==> src/rtl/traffic_pkg.sv <==
// Shared types for the intersection phase scheduler.
//   phase_t       : the four green phases, encoded as driven on active_phase
//   sched_state_t : scheduler FSM states
//   NUM_PHASES    : number of arbitrated phases
//   phase_onehot  : one-hot request-vector bit for a phase
package traffic_pkg;

  localparam int NUM_PHASES = 4;

  typedef enum logic [1:0] {
    PH_UP   = 2'd0,
    PH_DOWN = 2'd1,
    PH_TURN = 2'd2,
    PH_PED  = 2'd3
  } phase_t;

  typedef enum logic [1:0] {
    S_IDLE  = 2'd0,
    S_GREEN = 2'd1,
    S_CLEAR = 2'd2
  } sched_state_t;

  function automatic logic [NUM_PHASES-1:0] phase_onehot(input phase_t p);
    return NUM_PHASES'(1) << p;
  endfunction

endpackage

==> src/rtl/rr_arbiter4.sv <==
// Combinational 4-way round-robin pick.
//   pending    : request bits, bit index = phase_t encoding
//   last_phase : most recently served phase; search starts one after it
//   valid      : at least one pending bit set
//   winner     : first pending phase in UP->DOWN->TURN->PED->UP order
module rr_arbiter4
  import traffic_pkg::*;
(
  input  logic [NUM_PHASES-1:0] pending,
  input  phase_t                last_phase,
  output logic                  valid,
  output phase_t                winner
);

  logic [1:0] idx;

  // Scan from the farthest offset down to the nearest so the closest
  // pending phase after last_phase is the final (winning) assignment.
  always_comb begin
    valid  = 1'b0;
    winner = PH_UP;
    idx    = 2'd0;
    for (int i = NUM_PHASES; i >= 1; i--) begin
      idx = 2'(int'(last_phase) + i);
      if (pending[idx]) begin
        valid  = 1'b1;
        winner = phase_t'(idx);
      end
    end
  end

endmodule

==> src/rtl/phase_scheduler.sv <==
// Green-phase sequencer for the intersection.
// Latches requests, arbitrates round-robin, enforces min/max green and an
// all-red clearance interval, and drives registered green outputs.
//   clock, reset       : rising-edge clock, async active-high reset
//   req_*              : phase requests (level or pulse)
//   up/down/turn_green : phase greens (turn_green also high in PED)
//   pedestrian_green   : PED phase green
//   all_red            : high in IDLE and CLEAR
//   active_phase       : current / last granted phase
module phase_scheduler
  import traffic_pkg::*;
#(
  parameter int MIN_GREEN    = 4,
  parameter int MAX_GREEN    = 12,
  parameter int CLEAR_CYCLES = 2,
  parameter int CNT_W        = 8
) (
  input  logic       clock,
  input  logic       reset,
  input  logic       req_up,
  input  logic       req_down,
  input  logic       req_turn,
  input  logic       req_pedestrian,
  output logic       up_green,
  output logic       down_green,
  output logic       turn_green,
  output logic       pedestrian_green,
  output logic       all_red,
  output logic [1:0] active_phase
);

  sched_state_t            state_reg;
  phase_t                  phase_reg;
  phase_t                  last_reg;
  logic [NUM_PHASES-1:0]   pending_reg;
  logic [CNT_W-1:0]        timer_reg;

  logic [NUM_PHASES-1:0]   req_vec;
  logic [NUM_PHASES-1:0]   green_mask;
  logic [NUM_PHASES-1:0]   pending_set;
  logic [CNT_W-1:0]        timer_inc;
  logic                    arb_valid;
  phase_t                  arb_winner;
  logic                    other_pending;
  logic                    at_min;
  logic                    at_max;
  logic                    leave_green;
  logic                    clear_done;
  logic                    start_green;

  assign req_vec = {req_pedestrian, req_turn, req_down, req_up};

  // A request for the phase currently green only extends it; it is not latched.
  assign green_mask  = (state_reg == S_GREEN) ? phase_onehot(phase_reg) : '0;
  assign pending_set = req_vec & ~green_mask;

  rr_arbiter4 u_arb (
    .pending    (pending_reg),
    .last_phase (last_reg),
    .valid      (arb_valid),
    .winner     (arb_winner)
  );

  assign timer_inc     = (&timer_reg) ? timer_reg : timer_reg + 1'b1;
  assign other_pending = |(pending_reg & ~phase_onehot(phase_reg));
  assign at_min        = timer_reg >= CNT_W'(MIN_GREEN - 1);
  assign at_max        = timer_reg >= CNT_W'(MAX_GREEN - 1);
  assign leave_green   = at_min && other_pending && (!req_vec[phase_reg] || at_max);
  assign clear_done    = timer_reg >= CNT_W'(CLEAR_CYCLES - 1);
  assign start_green   = arb_valid &&
                         ((state_reg == S_IDLE) || (state_reg == S_CLEAR && clear_done));

  always_ff @(posedge clock or posedge reset) begin
    if (reset) begin
      state_reg        <= S_IDLE;
      phase_reg        <= PH_UP;
      last_reg         <= PH_PED;  // UP is searched first after reset
      pending_reg      <= '0;
      timer_reg        <= '0;
      up_green         <= 1'b0;
      down_green       <= 1'b0;
      turn_green       <= 1'b0;
      pedestrian_green <= 1'b0;
      all_red          <= 1'b1;
      active_phase     <= 2'd0;
    end else begin
      // Granted bit is cleared after the OR so a same-cycle request is absorbed.
      if (start_green)
        pending_reg <= (pending_reg | pending_set) & ~phase_onehot(arb_winner);
      else
        pending_reg <= pending_reg | pending_set;

      case (state_reg)
        S_IDLE, S_CLEAR: begin
          if (start_green) begin
            state_reg        <= S_GREEN;
            phase_reg        <= arb_winner;
            last_reg         <= arb_winner;
            timer_reg        <= '0;
            up_green         <= (arb_winner == PH_UP);
            down_green       <= (arb_winner == PH_DOWN);
            turn_green       <= (arb_winner == PH_TURN) || (arb_winner == PH_PED);
            pedestrian_green <= (arb_winner == PH_PED);
            all_red          <= 1'b0;
            active_phase     <= arb_winner;
          end else if (state_reg == S_CLEAR && clear_done) begin
            state_reg <= S_IDLE;
            timer_reg <= '0;
          end else if (state_reg == S_CLEAR) begin
            timer_reg <= timer_inc;
          end
        end
        S_GREEN: begin
          if (leave_green) begin
            state_reg        <= S_CLEAR;
            timer_reg        <= '0;
            up_green         <= 1'b0;
            down_green       <= 1'b0;
            turn_green       <= 1'b0;
            pedestrian_green <= 1'b0;
            all_red          <= 1'b1;
          end else begin
            timer_reg <= timer_inc;
          end
        end
        default: state_reg <= S_IDLE;
      endcase
    end
  end

endmodule

==> config.mk <==
export PLATFORM = sky130hd
export DESIGN_NAME = phase_scheduler
export DESIGN_NICKNAME = d
export VERILOG_FILES = /design/src/rtl/traffic_pkg.sv /design/src/rtl/rr_arbiter4.sv /design/src/rtl/phase_scheduler.sv
export SDC_FILE = /design/constraint.sdc
export NUM_CORES = 1
export LEC_CHECK = 0
export CAP_MARGIN = 5
export CORE_MARGIN = 3
export CORE_UTILIZATION = 45
export CTS_BUF_LIST = sky130_fd_sc_hd__clkbuf_8 sky130_fd_sc_hd__clkbuf_16
export CTS_CLUSTER_DIAMETER = 30
export CTS_CLUSTER_SIZE = 16
export DETAILED_ROUTE_END_ITERATION = 8
export HOLD_SLACK_MARGIN = 0.08
export PLACE_DENSITY = 0.75
export SETUP_SLACK_MARGIN = 0.3
export SYNTH_ARGS = -nofsm -noshare
export SYNTH_HDL_FRONTEND = slang
export SYNTH_SLANG_ARGS = --single-unit
==> constraint.sdc <==
create_clock -name clock -period 3.8 [get_ports clock]
set_input_delay 0.76 -clock clock [delete_from_list [all_inputs] [get_ports clock]]
set_output_delay 0.76 -clock clock [all_outputs]
set_load 0.005 [all_outputs]
==> impl_metrics.py <==
metrics = {
    "yosys": {
        "synth_edf_count": 0,
        "ys.flop_type": "dfrtp_1",
        "seq_area_frac_synth_pct": 41.2,
        "yosysTopAreaCell": "dfrtp_1",
        "synthArstFlopShare_pct": 100,
        "ys_warn_count": 0,
        "syn_nets": 145,
        "synth.distinct_cells": 52,
        "syn-cell-area_sq_um": 1410,
        "synth-seq-cells": 23,
        "syn_area_per_cell_sq_um": 10.3,
        "synthCells": 136,
        "netlist.area_leader.share_pct": 35.6,
        "ys_top_cells_by_area": "dfrtp_1 (36%), dfstp_2 (5.6%), a21oi_1 (3.9%), o21ai_0 (3.6%), a211oi_1 (2.7%)",
    },
    "placed_design": {
        "gp_congestion": 0.866,
        "io_buffers": 12,
        "hpwl_microns": 2170,
    },
    "global_routing": {
        "grt_max_degree": 24,
        "grt_pass1_wl_microns": 5080,
        "grt_usage_pct": 18.3,
        "antenna_found_initial": 0,
        "gr-total-overflow": 0,
        "grt_pass1_vias": 1068,
    },
    "sta": {
        "relSlewSlack_pct": 39.8,
        "finalSetupViolations": 0,
        "skew_ns": 0.00127,
        "slew_viol_final": 0,
        "fin_crit_ns": 2.69,
        "fin_tns_setup_ns": 0,
        "rsz0062_at_grt": "false",
        "period_share_pct": 70.7,
        "finalHoldViolCount": 0,
        "worstMarginPinSlew_ns": 0.903,
        "fmax_ghz": 0.372,
    },
    "status": {
        "status": "finished, final reports clean",
    },
    "detailed_routing": {
        "drt_iter0_drc": 116,
        "drtAntennaViolNets": 0,
        "vias_per_cell": 5.98,
        "vias": 1131,
        "wire_per_inst_microns": 16.2,
        "drcViolationCount": 0,
        "routed_wl_microns": 3060,
        "dr.pass1.iters": 4,
    },
    "power_and_ir_drop": {
        "powerDensity_nw_per_um2": 757,
        "p_leak_nw": 0.570,
        "fin_total_pwr_mw": 1.18,
        "ir_worst_vdd_mv": 0.624,
    },
    "final_layout": {
        "drive_gt1_share_pct": 13.6,
        "area_growth_pct": 10.8,
        "nNetsFinal": 157,
        "final_common_cell": "dfrtp_1",
        "largest_reg_flops": 8,
        "layout_common_cells": "dfrtp_1 (20), clkdlybuf4s50_1 (12), a21oi_1 (11), o21ai_0 (10), nand3_1 (6)",
        "diodes": 0,
    },
    "clocking": {
        "cts_root_buf": "clkbuf_8",
        "numCtsBuffers": 3,
        "cts_buffer_depth": 2,
        "cts_tree": "yes",
        "clkLatencyLatePin_ns": 0.27,
        "post_cts_resized": 0,
        "cts_sinks": 23,
        "cts_setup_buffers": 0,
        "ctsHoldBuffers": 0,
        "cts.clk_slew.worst_paths_ns": 0.08,
        "htree_levels": 1,
    },
    "die": {
        "coreArea_sq_um": 2880,
        "die_area_sq_um": 3830,
        "initial_core_util_pct": 48.9,
        "std_cell_rows": 19,
        "die_y_microns": 61.9,
        "chipWidth_microns": 61.9,
        "pin_count": 13,
    },
    "worst_setup_path": {
        "critPathKind": "input pin to register",
        "crit_fanout": 14,
        "cp.required_ns": 3.92,
        "critPathLaunchType": "input pin",
        "worst_setup_path_end_kind": "register",
        "arrival_ns": 2.80,
    },
    "run": {
        "max_cap_viol_count": 0,
    },
    "hold_path": {
        "min_path_type": "register to register",
    },
}
[routing by layer]
metal | track usage [%] | routed length (microns)
met5 | 0 | 0
met4 | 6.97 | 44
met3 | 4.55 | 111
met2 | 30.3 | 1530
met1 | 23.0 | 1370
[cell type report]
cell class | instances | area (sq um)
fillers | 248 | 1320
multi-input cells | 104 | 746
flip-flops and latches | 23 | 579
repair buffers | 12 | 120
well taps | 42 | 52.6
clock buffers | 3 | 41.3
inverters | 4 | 15.0
clock inverters | 1 | 3.75
[logic make-up (layout without fill, tap and decap cells)]
group           Yosys count  in the layout  synth area share (%)
compound gates           48             48                  23.5
fa+ha+maj                 3              3                  2.67
buf+inv                   9             20                  5.78
flops                    23             23                  41.2
mux                       5              5                  4.72
simple gates             48             48                  22.2
[critical path: stages]
cell             delay (ns)
clkdlybuf4s50_1        0.43
mux4_2                 0.48
o211a_1                0.28
nor4_4                 0.71
nor4_1                 0.15
[report_power, final]
| group | total, mW | leakage [nW] | internal [mW] | switching [mW] |
|---|---|---|---|---|
| logic | 0.558 | 0.265 | 0.277 | 0.281 |
| registers | 0.470 | 0.279 | 0.345 | 0.124 |
| clock network | 0.153 | 0.0269 | 0.0724 | 0.0802 |
[metrics by stage]
stage          cell area [sq um]  hold WS [ns]  cells  setup WS, ns  utilization, %
2_1_floorplan               1410         0.529    136          1.61               -
3_3_place_gp                1510         0.533    185         0.898            52.6
3_5_place_dp                1510         0.535    185         0.815            52.6
4_1_cts                     1560         0.546    189          1.11            54.2
5_1_grt                     1560         0.568    189          1.03            54.2
6_report                    1560         0.544    189          1.11            54.2
[path summary, 6_finish.rpt]
check | from | endpoint | slack, ns | depth (start not counted)
setup / recovery | req_turn | timer_reg[6] | 1.11 | 5
max in group asynchronous | reset | timer_reg[3] | 2.27 | 2
setup reg to reg | phase_reg[0] | timer_reg[6] | 1.45 | 4
hold / removal | all_red | all_red | 0.54 | 1
min in group asynchronous | reset | timer_reg[7] | 0.98 | 2
hold reg to reg | all_red | all_red | 0.54 | 1
[synthesized netlist by cell type, drive strengths merged, types with 2 or more instances]
library cell / count
a211oi: 5
a21o: 3
a21oi: 11
buf: 3
dfrtp: 20
dfstp: 3
ha: 3
inv: 4
mux2: 3
nand2: 4
nand2b: 2
nand3: 6
nand3b: 2
nor2: 5
nor2b: 2
nor3: 4
nor4: 6
nor4b: 2
o21ai: 10
o2bb2ai: 3
o31a: 2
o31ai: 4
or2: 3
or3: 3
or4: 2
Note: power is estimated with default switching activity, not from simulation.
